File: src/rtl/tone_synth.sv
// tone_synth: square-wave tone generator with linear attack/release envelope.
//   clk          in   system clock
//   resetN       in   asynchronous active-low reset
//   enable_sound in   level, 1 = note requested
//   freq[3:0]    in   note index 0..15 (C4..D#5)
//   audio_sample out  signed 16-bit sample, updated on sample_valid
//   sample_valid out  one-cycle strobe every SAMPLE_DIV clocks
//   tone_active  out  high whenever the envelope is not idle
module tone_synth #(
    parameter int CLK_HZ     = 50_000_000,
    parameter int SAMPLE_DIV = 1042,
    parameter int AMP_MAX    = 8192,
    parameter int ENV_STEP   = 256
) (
    input  logic        clk,
    input  logic        resetN,
    input  logic        enable_sound,
    input  logic [3:0]  freq,
    output logic [15:0] audio_sample,
    output logic        sample_valid,
    output logic        tone_active
);
    localparam int TW = $clog2(SAMPLE_DIV);

    // The half-period table is only valid for a 50 MHz clock.
    if (CLK_HZ != 50_000_000) begin : g_clk_check
        $error("tone_synth: half-period table assumes a 50 MHz clock");
    end

    typedef enum logic [1:0] {IDLE, ATTACK, SUSTAIN, RELEASE} state_t;

    state_t        state_q, state_d;
    logic [16:0]   hp_cnt_q, hp_cnt_d;
    logic          sq_q, sq_d;
    logic [TW-1:0] div_q;
    logic          tick;
    logic [14:0]   amp_q, amp_d;
    logic [15:0]   amp_up;
    logic [15:0]   sample_d;

    function automatic logic [16:0] half_m1(input logic [3:0] f);
        case (f)
            4'd0:    half_m1 = 17'd95555;
            4'd1:    half_m1 = 17'd90192;
            4'd2:    half_m1 = 17'd85130;
            4'd3:    half_m1 = 17'd80352;
            4'd4:    half_m1 = 17'd75842;
            4'd5:    half_m1 = 17'd71585;
            4'd6:    half_m1 = 17'd67567;
            4'd7:    half_m1 = 17'd63775;
            4'd8:    half_m1 = 17'd60195;
            4'd9:    half_m1 = 17'd56817;
            4'd10:   half_m1 = 17'd53628;
            4'd11:   half_m1 = 17'd50618;
            4'd12:   half_m1 = 17'd47777;
            4'd13:   half_m1 = 17'd45096;
            4'd14:   half_m1 = 17'd42565;
            default: half_m1 = 17'd40176;
        endcase
    endfunction

    assign tick   = div_q == TW'(SAMPLE_DIV - 1);
    assign amp_up = {1'b0, amp_q} + 16'(ENV_STEP);

    // The new note index is only picked up at a reload, so a retune never
    // truncates the half-period in progress.
    always_comb begin
        hp_cnt_d = hp_cnt_q - 17'd1;
        sq_d     = sq_q;
        if (state_q == IDLE) begin
            hp_cnt_d = half_m1(freq);
            sq_d     = 1'b1;
        end else if (hp_cnt_q == '0) begin
            hp_cnt_d = half_m1(freq);
            sq_d     = ~sq_q;
        end
    end

    always_comb begin
        amp_d = amp_q;
        if (tick && state_q == ATTACK)
            amp_d = amp_up >= 16'(AMP_MAX) ? 15'(AMP_MAX) : amp_up[14:0];
        if (tick && state_q == RELEASE)
            amp_d = amp_q <= 15'(ENV_STEP) ? '0 : amp_q - 15'(ENV_STEP);
    end

    // Sample uses the post-update amplitude of this tick.
    assign sample_d = state_q == IDLE ? 16'd0 : sq_q ? {1'b0, amp_d} : 16'd0 - {1'b0, amp_d};

    always_ff @(posedge clk or negedge resetN) begin
        if (!resetN) state_q <= IDLE;
        else         state_q <= state_d;
    end

    always_comb begin
        state_d = state_q;
        case (state_q)
            IDLE:    state_d = enable_sound ? ATTACK : IDLE;
            ATTACK:  state_d = !enable_sound ? RELEASE : (tick && amp_up >= 16'(AMP_MAX)) ? SUSTAIN : ATTACK;
            SUSTAIN: state_d = enable_sound ? SUSTAIN : RELEASE;
            RELEASE: state_d = enable_sound ? ATTACK : (tick && amp_q <= 15'(ENV_STEP)) ? IDLE : RELEASE;
            default: state_d = IDLE;
        endcase
    end

    always_comb tone_active = state_q != IDLE;

    always_ff @(posedge clk or negedge resetN) begin
        if (!resetN) begin
            hp_cnt_q     <= '0;
            sq_q         <= 1'b1;
            div_q        <= '0;
            amp_q        <= '0;
            audio_sample <= '0;
            sample_valid <= 1'b0;
        end else begin
            hp_cnt_q     <= hp_cnt_d;
            sq_q         <= sq_d;
            div_q        <= tick ? '0 : div_q + TW'(1);
            amp_q        <= amp_d;
            audio_sample <= tick ? sample_d : audio_sample;
            sample_valid <= tick;
        end
    end
endmodule

File: config.mk
export PLATFORM = sky130hd
export DESIGN_NAME = tone_synth
export DESIGN_NICKNAME = d
export VERILOG_FILES = /design/src/rtl/tone_synth.sv
export SDC_FILE = /design/constraint.sdc
export NUM_CORES = 1
export LEC_CHECK = 0
export CAP_MARGIN = 20
export CORE_MARGIN = 4
export CORE_UTILIZATION = 40
export CTS_CLUSTER_SIZE = 8
export DETAILED_ROUTE_END_ITERATION = 6
export HOLD_SLACK_MARGIN = 0.15
export PLACE_DENSITY_LB_ADDON = 0.12
export SYNTH_ARGS = -nofsm -noshare
export SYNTH_HDL_FRONTEND = slang
export SYNTH_SLANG_ARGS = --single-unit
File: constraint.sdc
create_clock -name clk -period 5.1 [get_ports clk]
set_clock_uncertainty 0.2 [all_clocks]
set_input_delay 0.765 -clock clk [delete_from_list [all_inputs] [get_ports clk]]
set_output_delay 0.765 -clock clk [all_outputs]
set_load 0.05 [all_outputs]
* Yosys cells after proc, flatten, opt, wreduce, memory -nomap -nowiden
Memory sizes are Yosys's and may differ from the RTL's.
Index checks and enable logic that the tools add are counted.
** Storage, ports and cells
- Bits in registers :: 63
- Bits in read-only memories :: 544
- Input bits :: 7
- Output and inout port bits :: 18
- Memories kept :: 2
** Memories
- (no name shown) :: depth 16, bits a word 17, read ports 1, clocked after Yosys merged registers in 0, wr ports 0, RTL line 42 : case (f)
- (no name shown) :: depth 16, bits a word 17, read ports 1, clocked after Yosys merged registers in 0, wr ports 0, RTL line 42
** Cells by class
- $add $sub $neg :: 5
- Magnitude comparators :: 2
- Eq/ne operators :: 4
- Multiplexer cells :: 18
- Bitwise gates (word level) :: 1
- Reduce and logical (&&, ||, !) cells :: 8
** Operators with widths (count)
- 2-to-1 mux 15 bit :: 4
- 2-to-1 mux 17 bit :: 2
- 2-to-1 mux 16 bit :: 2
- logical NOT 17 bit :: 1
- subtractor 17 x 1 -> 17 bit, second input constant :: 1
- adder 15 x 9 -> 16 bit, second input constant :: 1
- greater-or-equal comparator 16 x 14 -> 1 bit, second input constant :: 1
- subtractor 1 x 15 -> 16 bit, first input constant :: 1
- <= comparator 15 x 9 -> 1 bit, second input constant :: 1
- subtractor 15 x 9 -> 15 bit, second input constant :: 1
- adder 11 x 1 -> 11 bit, second input constant :: 1
- == test 11 bit, second input constant :: 1
- 2-to-1 mux 11 bit :: 1
- 2-to-1 mux 2 bit :: 4
- case mux 2 bit (4 select lines) :: 1
- == test 2 bit, second input constant :: 2
- logical AND 1 bit :: 4
- 2-to-1 mux 1 bit :: 4
- nonzero test 2 bit :: 2
- == test 2 x 1 -> 1 bit, second input constant :: 1
- logical NOT 2 bit :: 1
- NOT 1 bit :: 1

* Longest topological paths before layout
- Depth in word-level cells :: 8
- Mapped depth :: 14

* Worst setup path after synthesis
Ideal clock, no wire load.
- Path kind :: register to register
- From :: register amp_q[9]
- To :: register audio_sample[12]
- Library setup time :: 70 ps
- Arrival time :: 3266 ps
- Required time :: 4830 ps
- Path slack :: 1564 ps
- Cell stages (with the launch flop) :: 14
- Buffers on the path :: 1
- Path through :: dfrtp_1 -> inv_1 -> ha_1 -> or4b_4 -> or4b_4 -> nand2_4 -> nand3_1 -> clkbuf_1 -> nand2_1 -> ha_1 -> a21boi_4 -> nand2b_4 -> or4_1 -> nand3_1
** Between the ends
- Cells in the longest elaborated chain, start to end :: 8
- Elaborated cells on any way between the ends :: 11
- Classes of those cells :: add/sub (3); order compare (2); mux (6)
** RTL lines
- from (decl) :: RTL line 37 : logic [14:0] amp_q, amp_d;
- from (signal assigned) :: RTL line 120 : amp_q <= amp_d;
- adder 15 x 9 -> 16 bit :: RTL line 63 : assign amp_up = {1'b0, amp_q} + 16'(ENV_STEP);
- greater-or-equal comparator 16 x 14 -> 1 bit :: RTL line 82 : amp_d = amp_up >= 16'(AMP_MAX) ? 15'(AMP_MAX) : amp_up[14:0];
- 2-to-1 mux 15 bit :: RTL line 82
- 2-to-1 mux 15 bit :: RTL line 81 : if (tick && state_q == ATTACK)
- 2-to-1 mux 15 bit * :: RTL line 83 : if (tick && state_q == RELEASE)
- subtractor 1 x 15 -> 16 bit :: RTL line 88 : assign sample_d = state_q == IDLE ? 16'd0 : sq_q ? {1'b0, amp_d} : 16'd0 - {1'b0, amp_d};
- 2-to-1 mux 16 bit * (2 in series) :: RTL line 88
- to (signal assigned) :: RTL line 121 : audio_sample <= tick ? sample_d : audio_sample;
- to (decl) :: RTL line 19 : output logic [15:0] audio_sample,
Mark *: on every way between the ends. The rest lies on a longest branch, timed or not.
A chain may end at the register's enable or synchronous reset.

* Worst setup path in the final report
Ends and elaborated chain as after synthesis.

==> metrics.md <==
| Metric | Value |
|---|---|
| Drt first pass iters | `4` |
| Post-synth EDFFs | `0` |
| Clock transition at path regs | `0.08 ns` |
| Largest net degree at the start of global routing | `47` |
| GRT Util Overall | `16.5%` |
| Global-route wire length before repair | `15.3 mm` |
| FILL cells | `963` |
| Initial antenna violation count | `0` |
| RSZ-0062 raised after global routing | `no` |
| Share of cells above drive strength 1 | `10.6%` |
| Crit-path slowest cell | `or4b_4` |
| CP peak stage delay | `0.53 ns` |
| Die Span X | `108 um` |
| Top-area cell type share of the netlist area | `38.6%` |
| Synth Flop Type | `dfrtp_1` |
| Synth cell types | `69` |
| Worst setup SP type | `flip-flop` |
| Synthesized area per cell | `9.03 um2` |
| Sequential area share after synthesis | `39.3%` |
| Number of port buffers | `24` |
| Setup repair bufs after CTS | `0` |
| Crit-path leading delay family | `simple AND/OR/NAND/NOR gates` |
| Die Ht | `108 um` |
| CTS resizes | `0` |
| Synth Instances | `445` |
| Worst path arrival time | `4.02 ns` |
| Post-DP HPWL | `6.49 mm` |
| Slew Limit Fails | `0` |
| Worst Tran Pin Value | `0.970 ns` |
| Gpl congestion | `0.906` |
| Synthesized area | `0.00402 mm2` |
| I/O pin total | `25` |
| Core ar. | `0.00977 mm2` |
| Power Density | `326 mW/mm2` |
| Area Growth Syn to Fin | `13.6%` |
| Critical path capture point type | `flip-flop` |
| Leak pwr | `1.86 nW` |
| Setup TNS Final | `0 ns` |
| Post-detailed-route wirelength per cell | `15.1 um` |
| Relative slew slack | `35.1%` |
| Clock buffer depth | `2` |
| Hold Path Class | `input port to async pin` |
| Non-filler instance count after layout | `603` |
| Crit Path Class | `flip-flop to flip-flop` |
| Post-synth net total | `467` |
| Area contributors post-synth | `dfrtp_1, xnor2_1, ha_1, nand2_1, nor2_1` |
| CTS tree | `done` |
| DRC viols | `0` |
| Worst vdd ir | `0.187 mV` |
| Worst Path Buf+Inv | `1` |
| Clk sinks | `63` |
| Power Total | `1.49 mW` |
| Dominant cell type by area after synthesis | `dfrtp_1` |
| Gr ovfl total | `0` |
| Count leader, synth | `dfrtp_1` |
| Full die area | `0.0117 mm2` |
| Vias in the first global route | `3,118` |
| Final Hold Viols | `0` |
| Cell breakdown of the critical path | `inv_1, ha_1, or4b_4, or4b_4, nand2_4, nand3_1, nand2_1, ha_1, a21boi_4, nand2b_4, or4_1, nand3_1` |
| Status | `finished, final reports clean` |
| Critical Path RT | `5.18 ns` |
| Final setup viols | `0` |
| Placed Cells | `587` |
| Synthesized flop and latch total | `63` |
| Initial Util | `41.1%` |
| Post-detailed-routing wire length | `9.08 mm` |
| Tmin final | `3.94 ns` |
| Detailed Route Iter0 Violations | `115` |
| CTS Hold Buffers Added | `0` |
| Root Driver | `clkbuf_8` |
| Clock latency on the worst-skew pair | `0.35 ns` |
| Cts bufs inserted | `9` |
| Remaining antenna violation count | `0` |
| Final nets | `487` |
| Core Util, Final | `46.7%` |
| Ys Warns | `0` |
| Number of max-cap violations | `0` |
| Post-DR vias/cell | `5.40` |
| Worst-path maximum fanout | `16` |
| Rows | `36` |
| Most frequent cells after synthesis | `dfrtp_1, nand2_1, nor2_1` |
| Antenna cells | `0` |
| Max Fclk | `0.254 GHz` |
| H-tree levels | `3` |
| Fin crit share | `77.3%` |
| Routed via count | `3,257` |
| Share of synthesized registers carrying an async set or reset | `100%` |
==> placed cells by master (no fill, tap or decap), types with 5 or more instances in the layout <==
master	instances
clkdlybuf4s50_1	23
buf_4	5
inv_1	19
a31oi_1	7
dfrtp_1	62
and2_1	5
nor2_1	42
nor2b_1	5
o211ai_1	6
o21ai_0	27
nand2_1	46
clkbuf_8	10
nor3_1	10
nor4_1	5
xor2_1	14
ha_1	15
o31ai_1	10
xnor2_1	24
nand3_1	16
o21ai_1	8
a211oi_1	11
a21oi_1	27
==> per-stage QoR <==
step	cell area [um2]	hold WS, ns	worst slack [ns]
after floorplan	4020	0.239	1.56
after global placement	4330	0.262	1.26
after detailed placement	4330	0.266	1.20
after CTS	4560	0.159	1.18
after global routing	4560	0.169	0.959
final	4560	0.145	1.16
==> cell type report <==
class                   count  area, um2  area share, %
flip-flops and latches     63       1580           34.6
clock inverters             6       93.8           2.06
multi-input cells         341       2230           48.9
clock buffers              10        138           3.02
inverters                  21       83.8           1.84
repair buffers             29        273           5.98
well taps                 133        166           3.65
==> logic make-up (layout without fill, tap and decap cells) <==
family,after synthesis,in the layout,synth area share [%]
and+or+nand+nor,170,170,22.8
AOI/OAI and AO/OA,114,114,18.4
DFF,63,63,39.3
buffers and inverters,41,66,5.23
xor gates and xnor gates,38,38,8.29
adders and majority gates,15,15,4.67
muxes,4,4,1.31
==> layer usage <==
layer / GRT usage, % / share of wire (%) / vias to the layer above
met2: 27.8 / 48 / 66
li1: - / - / 1635
met4: 7.12 / 2.7 / 0
met5: 0 / 0 / -
met3: 2.87 / 3.8 / 20
met1: 21.0 / 46 / 1536
==> flip-flops by register name (all words and copies together) (netlist names) <==
| signal | cells |
|---|---|
| hp_cnt_q | 17 |
| state_q | 2 |
| amp_q | 15 |
| sample_valid | 1 |
| div_q | 11 |
| sq_q | 1 |
| audio_sample | 16 |
==> power by group <==
part	switching [mW]	leakage, nW	internal, mW
clock network	0.215	0.113	0.291
logic	0.198	0.931	0.131
registers	0.0749	0.812	0.576
total	0.487	1.86	0.999
==> worst paths after layout <==
| path | startpoint | end | slack (ns) | cells past startpoint |
|---|---|---|---|---|
| worst min-delay path | resetN | audio_sample[3] | 0.15 | 1 |
| min in group clk | audio_sample[10] | audio_sample[10] | 0.28 | 2 |
| worst max-delay path | amp_q[9] | audio_sample[12] | 1.16 | 12 |
| max in group asynchronous | resetN | div_q[8] | 3.62 | 2 |
| worst min register to register | audio_sample[10] | audio_sample[10] | 0.28 | 2 |
| worst max register to register | amp_q[9] | audio_sample[12] | 1.16 | 12 |
Power figures use the tool's default switching activity.
